## config.mk

```make
export PLATFORM = sky130hd
export DESIGN_NAME = load_store_unit_flat
export DESIGN_NICKNAME = d
export VERILOG_FILES = /design/src/rtl/load_store_unit_if.sv /design/src/rtl/load_store_unit.sv /design/src/flat_wrapper.sv
export SDC_FILE = /design/constraint.sdc
export NUM_CORES = 1
export LEC_CHECK = 0
export BUFFER_PORTS_ARGS = -buffer_cell sky130_fd_sc_hd__buf_4
export CELL_PAD_IN_SITES_DETAIL_PLACEMENT = 2
export CELL_PAD_IN_SITES_GLOBAL_PLACEMENT = 2
export CORE_UTILIZATION = 27
export DETAILED_ROUTE_END_ITERATION = 12
export GPL_TIMING_DRIVEN = 0
export PLACE_DENSITY_LB_ADDON = 0.1
export SLEW_MARGIN = 10
export SYNTH_ARGS = -nofsm -noshare
export SYNTH_HDL_FRONTEND = slang
export SYNTH_SLANG_ARGS = --single-unit
```

## constraint.sdc

```tcl
create_clock -name clk -period 4.05 [get_ports clk]
set_input_delay 0.81 -clock clk [delete_from_list [all_inputs] [get_ports clk]]
set_output_delay 0.81 -clock clk [all_outputs]
set_load 0.05 [all_outputs]
```

## src/rtl/load_store_unit_if.sv

```systemverilog
// Bundle for the load/store unit. It groups the pipeline request/response
// signals and the single-port memory data bus.
// The slave modport is the unit itself.
// The master modport is the pipeline plus the memory that surround it.
interface load_store_unit_if;
    logic        req;
    logic        isStore;
    logic [2:0]  funct3;
    logic [31:0] addr;
    logic [31:0] storeData;
    logic [31:0] loadData;
    logic        done;
    logic        busy;
    logic        misaligned;
    logic [1:0]  memOp;
    logic [31:0] addrB;
    logic [31:0] dinB;
    logic [31:0] doutB;
    logic        bValid;

    modport slave (
        input  req, isStore, funct3, addr, storeData, doutB, bValid,
        output loadData, done, busy, misaligned, memOp, addrB, dinB
    );

    modport master (
        output req, isStore, funct3, addr, storeData, doutB, bValid,
        input  loadData, done, busy, misaligned, memOp, addrB, dinB
    );
endinterface

```

## src/rtl/load_store_unit.sv

```systemverilog
// RV32I load/store unit in front of a word-wide single-port memory.
// Loads read one word and extract the byte or half lane, with sign or zero extension.
// Word stores write the word directly.
// Byte and half stores do a read-modify-write sequence.
// A misaligned or illegal request completes at once with misaligned=1.
// In that case it never touches memory.
module load_store_unit #(
    parameter logic [1:0] MEM_DISABLE   = 2'b00,
    parameter logic [1:0] MEM_READ_SEXT = 2'b01,
    parameter logic [1:0] MEM_READ_ZEXT = 2'b10,
    parameter logic [1:0] MEM_WRITE     = 2'b11
) (
    input logic               clk,
    input logic               reset,
    load_store_unit_if.slave  bus
);

    typedef enum logic [2:0] {
        IDLE     = 3'd0,
        LD_REQ   = 3'd1,
        LD_WAIT  = 3'd2,
        ST_WR    = 3'd3,
        RMW_RD   = 3'd4,
        RMW_WAIT = 3'd5,
        RMW_WR   = 3'd6,
        DONE     = 3'd7
    } state_t;

    state_t      state_q, state_d;
    logic [2:0]  funct3_q;
    logic [31:0] addr_q;
    logic [31:0] store_data_q;
    logic        mis_q;
    logic [31:0] load_data_q;
    logic [31:0] merge_q;
    logic        mis_s;
    logic [1:0]  mem_op_s;
    logic [31:0] din_s;

    // Pick the addressed byte/half lane of a memory word and extend it to 32 bits.
    function automatic logic [31:0] extract_lane(input logic [31:0] w,
                                                 input logic [2:0]  f3,
                                                 input logic [1:0]  a);
        logic [7:0]  b;
        logic [15:0] h;
        logic [31:0] r;
        b = w[{a, 3'b000} +: 8];
        h = a[1] ? w[31:16] : w[15:0];
        case (f3)
            3'd0:    r = {{24{b[7]}}, b};
            3'd1:    r = {{16{h[15]}}, h};
            3'd4:    r = {24'h000000, b};
            3'd5:    r = {16'h0000, h};
            default: r = w;
        endcase
        return r;
    endfunction

    // Replace only the targeted byte/half lane of a memory word with store data.
    function automatic logic [31:0] merge_lane(input logic [31:0] w,
                                               input logic [31:0] sd,
                                               input logic [2:0]  f3,
                                               input logic [1:0]  a);
        logic [31:0] r;
        r = w;
        case (f3)
            3'd0:    r[{a, 3'b000} +: 8]        = sd[7:0];
            3'd1:    r[{a[1], 4'b0000} +: 16]   = sd[15:0];
            default: r = w;
        endcase
        return r;
    endfunction

    // Classify the incoming request as misaligned/illegal using the live request fields.
    always_comb begin
        mis_s = 1'b0;
        case (bus.funct3)
            3'd0:    mis_s = 1'b0;
            3'd1:    mis_s = bus.addr[0];
            3'd2:    mis_s = (bus.addr[1:0] != 2'b00);
            3'd4:    mis_s = bus.isStore;
            3'd5:    mis_s = bus.isStore | bus.addr[0];
            default: mis_s = 1'b1;
        endcase
    end

    // Next-state selection; the access type is decided on the acceptance edge.
    always_comb begin
        state_d = state_q;
        case (state_q)
            IDLE: begin
                if (!bus.req) begin
                    state_d = IDLE;
                end else if (mis_s) begin
                    state_d = DONE;
                end else if (!bus.isStore) begin
                    state_d = LD_REQ;
                end else if (bus.funct3 == 3'd2) begin
                    state_d = ST_WR;
                end else begin
                    state_d = RMW_RD;
                end
            end
            LD_REQ:   state_d = LD_WAIT;
            LD_WAIT:  state_d = bus.bValid ? DONE : LD_WAIT;
            ST_WR:    state_d = DONE;
            RMW_RD:   state_d = RMW_WAIT;
            RMW_WAIT: state_d = bus.bValid ? RMW_WR : RMW_WAIT;
            RMW_WR:   state_d = DONE;
            DONE:     state_d = IDLE;
            default:  state_d = IDLE;
        endcase
    end

    // State register; reset aborts any access in flight.
    always_ff @(posedge clk or posedge reset) begin
        if (reset) begin
            state_q <= IDLE;
        end else begin
            state_q <= state_d;
        end
    end

    // Latch the request at acceptance and capture load results and RMW merge words.
    always_ff @(posedge clk or posedge reset) begin
        if (reset) begin
            funct3_q     <= 3'd0;
            addr_q       <= 32'h0000_0000;
            store_data_q <= 32'h0000_0000;
            mis_q        <= 1'b0;
            load_data_q  <= 32'h0000_0000;
            merge_q      <= 32'h0000_0000;
        end else begin
            if (state_q == IDLE && bus.req) begin
                funct3_q     <= bus.funct3;
                addr_q       <= bus.addr;
                store_data_q <= bus.storeData;
                mis_q        <= mis_s;
            end
            if (state_q == LD_WAIT && bus.bValid) begin
                load_data_q <= extract_lane(bus.doutB, funct3_q, addr_q[1:0]);
            end
            if (state_q == RMW_WAIT && bus.bValid) begin
                merge_q <= merge_lane(bus.doutB, store_data_q, funct3_q, addr_q[1:0]);
            end
        end
    end

    // Memory port decode from registered state only; dinB is zero unless writing.
    always_comb begin
        mem_op_s = MEM_DISABLE;
        din_s    = 32'h0000_0000;
        case (state_q)
            LD_REQ: begin
                if (funct3_q == 3'd4 || funct3_q == 3'd5) begin
                    mem_op_s = MEM_READ_ZEXT;
                end else begin
                    mem_op_s = MEM_READ_SEXT;
                end
            end
            ST_WR: begin
                mem_op_s = MEM_WRITE;
                din_s    = store_data_q;
            end
            RMW_RD: mem_op_s = MEM_READ_ZEXT;
            RMW_WR: begin
                mem_op_s = MEM_WRITE;
                din_s    = merge_q;
            end
            default: begin
                mem_op_s = MEM_DISABLE;
                din_s    = 32'h0000_0000;
            end
        endcase
    end

    assign bus.memOp      = mem_op_s;
    assign bus.dinB       = din_s;
    assign bus.addrB      = {addr_q[31:2], 2'b00};
    assign bus.loadData   = load_data_q;
    assign bus.done       = (state_q == DONE);
    assign bus.busy       = (state_q != IDLE);
    assign bus.misaligned = (state_q == DONE) & mis_q;

endmodule

```

## src/flat_wrapper.sv

```systemverilog
// flat-port wrapper written by rule: the top's interface ports become plain ports
module load_store_unit_flat 
#(
    parameter logic [1:0] MEM_DISABLE   = 2'b00,
    parameter logic [1:0] MEM_READ_SEXT = 2'b01,
    parameter logic [1:0] MEM_READ_ZEXT = 2'b10,
    parameter logic [1:0] MEM_WRITE     = 2'b11
)
  (clk, reset, bus_req, bus_isStore, bus_funct3, bus_addr, bus_storeData, bus_doutB, bus_bValid, bus_loadData, bus_done, bus_busy, bus_misaligned, bus_memOp, bus_addrB, bus_dinB);
  load_store_unit_if bus_i ();
  input logic clk;
  input logic reset;
  input wire logic [$bits(bus_i.req)-1:0] bus_req;
  input wire logic [$bits(bus_i.isStore)-1:0] bus_isStore;
  input wire logic [$bits(bus_i.funct3)-1:0] bus_funct3;
  input wire logic [$bits(bus_i.addr)-1:0] bus_addr;
  input wire logic [$bits(bus_i.storeData)-1:0] bus_storeData;
  input wire logic [$bits(bus_i.doutB)-1:0] bus_doutB;
  input wire logic [$bits(bus_i.bValid)-1:0] bus_bValid;
  output wire logic [$bits(bus_i.loadData)-1:0] bus_loadData;
  output wire logic [$bits(bus_i.done)-1:0] bus_done;
  output wire logic [$bits(bus_i.busy)-1:0] bus_busy;
  output wire logic [$bits(bus_i.misaligned)-1:0] bus_misaligned;
  output wire logic [$bits(bus_i.memOp)-1:0] bus_memOp;
  output wire logic [$bits(bus_i.addrB)-1:0] bus_addrB;
  output wire logic [$bits(bus_i.dinB)-1:0] bus_dinB;
  assign bus_i.req = bus_req;
  assign bus_i.isStore = bus_isStore;
  assign bus_i.funct3 = bus_funct3;
  assign bus_i.addr = bus_addr;
  assign bus_i.storeData = bus_storeData;
  assign bus_i.doutB = bus_doutB;
  assign bus_i.bValid = bus_bValid;
  assign bus_loadData = bus_i.loadData;
  assign bus_done = bus_i.done;
  assign bus_busy = bus_i.busy;
  assign bus_misaligned = bus_i.misaligned;
  assign bus_memOp = bus_i.memOp;
  assign bus_addrB = bus_i.addrB;
  assign bus_dinB = bus_i.dinB;
  load_store_unit #(.MEM_DISABLE(MEM_DISABLE), .MEM_READ_SEXT(MEM_READ_SEXT), .MEM_READ_ZEXT(MEM_READ_ZEXT), .MEM_WRITE(MEM_WRITE)) u_core (.clk(clk), .reset(reset), .bus(bus_i));
endmodule
```

==> results.ini, run 1 <==
[run_status]
status=complete, no violations

[final_layout]
area_growth_pct=37.04
final_common_cell=nand2_1
antenna_cells=0
final_nets=1172
final_cell_mix=nand2_1, buf_4, dfrtp_1
utilization_pct=37.64
drive_above_1_share_pct=27.97

[synth]
synth-edff-count=0
yosys-top-cells-area=dfrtp_1, nand2_1, a22o_1
seq_area_frac_synth_pct=47.19
syn-cell-area_mm2=0.007158
yosys.area.top_type=dfrtp_1
synth_top_area_share_pct=47.19
async_flop_share_pct=100.0
synth_cell_type_count=43
postSynthCellCount=837
synth_seq_cells=135
syn_area_per_cell_um2=8.552
ys.flop_type=dfrtp_1
yosys_warnings=0

[placed_design]
dpl_worst_slack_ps=1122
portBuffers=202
hpwl_mm=21.96
gp_congestion=0.7866

[critical_path]
critPathKind=flop to primary output
cpMostUsedCell=clkbuf_1
arrival_ps=2580
cp.required_ps=3240
cpPeakStageDelay_ps=550
worstSetupStartpointType=flop
cp-end-kind=primary output
crit_fanout=10
crit_path_cell_trace=nor2b_1 > and2_1 > clkbuf_1 > clkbuf_1 > o21bai_1 > buf_4
critPathSlowestCell=clkbuf_1

[grt]
grt_pass1_vias=7492
grt_usage_pct=21.57
antenna_found_initial=0
grt_max_degree=32
grt_overflow=0
grt_pass1_wl_mm=43.59

[clocking]
cts_resized=0
cts_setup_buffers=0
htree_levels=4
insertion_delay_ps=430
cts_num_sinks=135
ctsRootBufferMaster=clkbuf_16
cts_tree=yes
cts_max_path_buffers=2
cts_hold_buffers=0
clk_pin_slew_ps=70
cts-buffers-inserted=17

[timing]
setup_ws_ps=655.3
worst_pin_slew_ps=649.9
relSlewSlack_pct=56.51
setup_violations=0
hold_viol=0
min_period_ps=3395
clock_skew_ps=13.64
setup_tns_ps=0
rsz0062_at_grt=false
finalMaxSlewViolations=0
fin_crit_sh_pct=83.82
max_freq_ghz=0.2946
whs_ps=460.6

[routing]
first_iter_violations=500
via_count=7134
post_drt_wl_per_cell_um=20.40
antenna_left=0
drc_errors=0
via_per_inst=5.056
drt-pass1-iter-count=8
drt-total-wl_mm=28.79

[floorplan]
start_util_pct=27.47
die_h_um=164.8
die_x_um=164.8
rows=59
dieArea_mm2=0.02717
io_pins=205
core_area_mm2=0.02606

[run]
maxCapViolCount=0

[min_path]
hp-class=primary input to asynchronous set/reset pin

[pwr]
ir_drop_v=0.0004315
total_power_w=0.009043
p_leak_nw=4.835
p_per_area_mw_per_mm2=921.8

==> state kept, by name, summed over array words and instances, names as in the netlist <==
| signal | cells |
|---|---|
| u_core.addr_q | 32 |
| u_core.bus.loadData | 32 |
| u_core.funct3_q | 3 |
| u_core.merge_q | 32 |
| u_core.mis_q | 1 |
| u_core.state_q | 3 |
| u_core.store_data_q | 32 |
==> through the flow <==
step                      cells  cell area (um^2)
after CTS                  1411              9809
after detailed placement   1379              9181
after global placement     1375              9101
final                      1411              9809
after global routing       1411              9809
after floorplan             838              7166
==> kinds of logic after synthesis <==
group                      share of synthesized area, %
other                                           0.05239
AOI/OAI and AO/OA                                 21.99
adders and majority gates                        0.8740
muxes                                             1.259
and+or+nand+nor                                   19.59
DFF                                               47.19
buffers and inverters                             9.037
==> per-layer routing <==
metal,up-vias,wire (um),GRT usage (%)
met5,-,0,0
met4,0,591,7.214
met3,29,1553,4.671
met2,200,13990,35.16
met1,3590,12650,28.18
li1,3315,-,-
==> layout make-up <==
class	instances	area (um^2)
repair buffers	206	1597
clock buffers	18	439.2
clock inverters	14	188.9
well taps	335	419.2
flip-flops and latches	135	3378
inverters	20	78.83
multi-input cells	581	3137
plain buffers	102	571.8
fillers	2974	16250
==> cells in the mapped netlist, types with 2 or more instances <==
master,n
a21oi_1,46
a222oi_1,32
a22o_1,56
a32oi_1,2
and2_1,3
and3_1,10
buf_1,5
buf_2,13
buf_4,40
buf_6,3
clkbuf_1,41
dfrtp_1,135
ha_1,5
inv_1,19
mux2i_1,9
nand2_1,279
nand2b_1,2
nand3_1,2
nand3b_1,2
nor2_1,22
nor2b_1,3
nor3_1,3
nor4bb_1,2
o211ai_1,7
o21ai_0,32
o21ai_1,24
o21bai_1,2
o22ai_1,10
o31ai_1,7
or2_2,2
or3_1,7
==> final timing paths <==
check                                              startpoint                                  end  slack (ps)  cells after the start
max in group asynchronous                               reset  u_core.bus.loadData[11]$_DFFE_PP0P_        2770                      4
min in group clk                u_core.addr_q[19]$_DFFE_PP0P_        u_core.addr_q[19]$_DFFE_PP0P_         480                      2
worst min-delay path                                    reset  u_core.store_data_q[22]$_DFFE_PP0P_         460                      2
worst min register to register  u_core.addr_q[19]$_DFFE_PP0P_        u_core.addr_q[19]$_DFFE_PP0P_         480                      2
worst max register to register   u_core.addr_q[1]$_DFFE_PP0P_        u_core.merge_q[5]$_DFFE_PP0P_        1280                      8
worst max-delay path              u_core.state_q[0]$_DFF_PP0_                         bus_memOp[0]         660                      6
==> worst max-delay path, delay by kind of cell (launching register included) <==
family	cells	cell delay, ps
buffers and inverters	3	1140
DFF	1	390
AOI/OAI and AO/OA	1	240
and+or+nand+nor	2	400
==> power by group <==
part	internal (W)	leakage (nW)	switching [W]
clock network	0.00100	0.302	0.000676
registers	0.00197	1.68	0.000434
logic	0.00161	2.86	0.00335
total	0.00458	4.83	0.00446
Power figures use the tool's default switching activity.
==> inputs of run 2 (changes only) <==
==> constraint.sdc (replaced) <==
create_clock -name clk -period 2.73 [get_ports clk]
set_input_delay 0.546 -clock clk [delete_from_list [all_inputs] [get_ports clk]]
set_output_delay 0.546 -clock clk [all_outputs]
set_load 0.05 [all_outputs]
==> results.ini, run 2 (same netlist as run 1, synthesis figures left out) <==
[critical_path]
arrival_ps=2120
worstSetupStartpointType=flop
crit_path_cell_trace=buf_2 > nand2_1 > nor2_2 > clkbuf_4 > a22o_1 > buf_4
r2r_slack_ps=270
crit_fanout=10
critPathKind=flop to primary output
cpPeakStageDelay_ps=370
critPathSlowestCell=dfrtp_1
cp-end-kind=primary output
cp.required_ps=2180

[placed_design]
placed_area_mm2=0.009181
hpwl_mm=21.96
gp_congestion=0.7866
portBuffers=202
dp_cells=1379

[run_status]
status=complete, no violations

[clocking]
insertion_delay_ps=430
ctsRootBufferMaster=clkbuf_16
cts_num_sinks=135
cts-buffers-inserted=17
cts_max_path_buffers=2
cts_setup_buffers=0
clk_pin_slew_ps=70
cts_hold_buffers=0
cts_tree=yes
cts_resized=11
htree_levels=4

[grt]
grt_pass1_vias=7480
grt_pass1_wl_mm=43.55
grt_usage_pct=21.55
grt_overflow=0
grt_max_degree=32
antenna_found_initial=0

[routing]
via_per_inst=5.065
via_count=7137
first_iter_violations=474
drt-total-wl_mm=28.77
antenna_left=0
post_drt_wl_per_cell_um=20.42
drt-pass1-iter-count=6
drc_errors=0

[floorplan]
io_pins=205
die_h_um=164.8
dieArea_mm2=0.02717
rows=59
die_x_um=164.8
core_area_mm2=0.02606
start_util_pct=27.47

[final_layout]
fin_cells=1409
utilization_pct=37.71
final_common_cell=nand2_1
final_nets=1170
final_cell_mix=nand2_1, buf_4, dfrtp_1
drive_above_1_share_pct=29.14
area_growth_pct=37.28
nFillCells=2980
finalInstanceArea_mm2=0.009827
antenna_cells=0

[timing]
clock_skew_ps=14.17
fin_crit_sh_pct=97.76
max_freq_ghz=0.3747
whs_ps=196.2
relSlewSlack_pct=55.36
worst_pin_slew_ps=667.1
min_period_ps=2669
hold_viol=0
setup_violations=0
setup_tns_ps=0
finalMaxSlewViolations=0

[pwr]
ir_drop_v=0.0006401
p_leak_nw=4.865
p_per_area_mw_per_mm2=1367

[min_path]
hp-class=primary input to asynchronous set/reset pin

[run]
maxCapViolCount=0

## run 2: per-layer routing
layer / part of all wire (%) / routed length (um) / vias up / track usage (%)
met1: 43 / 12490 / 3592 / 28.10
met2: 49 / 14070 / 195 / 35.16
met4: 2.1 / 599 / 0 / 7.214
met3: 5.6 / 1611 / 30 / 4.671
li1: - / - / 3320 / -
met5: 0 / 0 / - / 0
## run 2: final timing paths
check                                               startpoint                                   to  depth (start not counted)
hold reg to reg            u_core.store_data_q[30]$_DFFE_PP0P_  u_core.store_data_q[30]$_DFFE_PP0P_                          2
hold / removal                                           reset  u_core.store_data_q[22]$_DFFE_PP0P_                          2
setup / recovery                   u_core.state_q[0]$_DFF_PP0_                         bus_dinB[11]                          6
max in group asynchronous                                reset  u_core.bus.loadData[11]$_DFFE_PP0P_                          4
min in group clk                             bus_storeData[22]  u_core.store_data_q[22]$_DFFE_PP0P_                          3
setup reg to reg                  u_core.addr_q[1]$_DFFE_PP0P_       u_core.merge_q[30]$_DFFE_PP0P_                          7
## run 2: stage by stage
step	power, W	setup slack [ps]
4_1_cts	0.01358	18.04
3_5_place_dp	0.01098	-41.92
2_1_floorplan	0.008539	402.3
6_report	0.01343	61.03
5_1_grt	0.01424	-25.62
3_3_place_gp	0.01081	-669.4
## run 2: worst max-delay path, delay by kind of cell, from the launching register on
family | cells | cell delay [ps]
flip-flops | 1 | 370
buffers and inverters | 3 | 750
AND/OR/NAND/NOR | 2 | 380
AO/OA/AOI/OAI | 1 | 200
## run 2: power breakdown
part | total (W) | internal [W] | switching, W | leakage [nW]
Combinational | 0.00737 | 0.00240 | 0.00497 | 2.89
Clock | 0.00249 | 0.00149 | 0.00100 | 0.302
Sequential | 0.00357 | 0.00292 | 0.000648 | 1.68
Total | 0.0134 | 0.00682 | 0.00661 | 4.86
## run 2: layout make-up
type                    count  area [um^2]  area share (%)
plain buffers             100        583.1           5.933
clock buffers              18        439.2           4.469
clock inverters            14        188.9           1.923
inverters                  20        78.83          0.8021
multi-input cells         581         3143           31.98
flip-flops and latches    135         3378           34.38
well taps                 335        419.2           4.265
repair buffers            206         1597           16.25
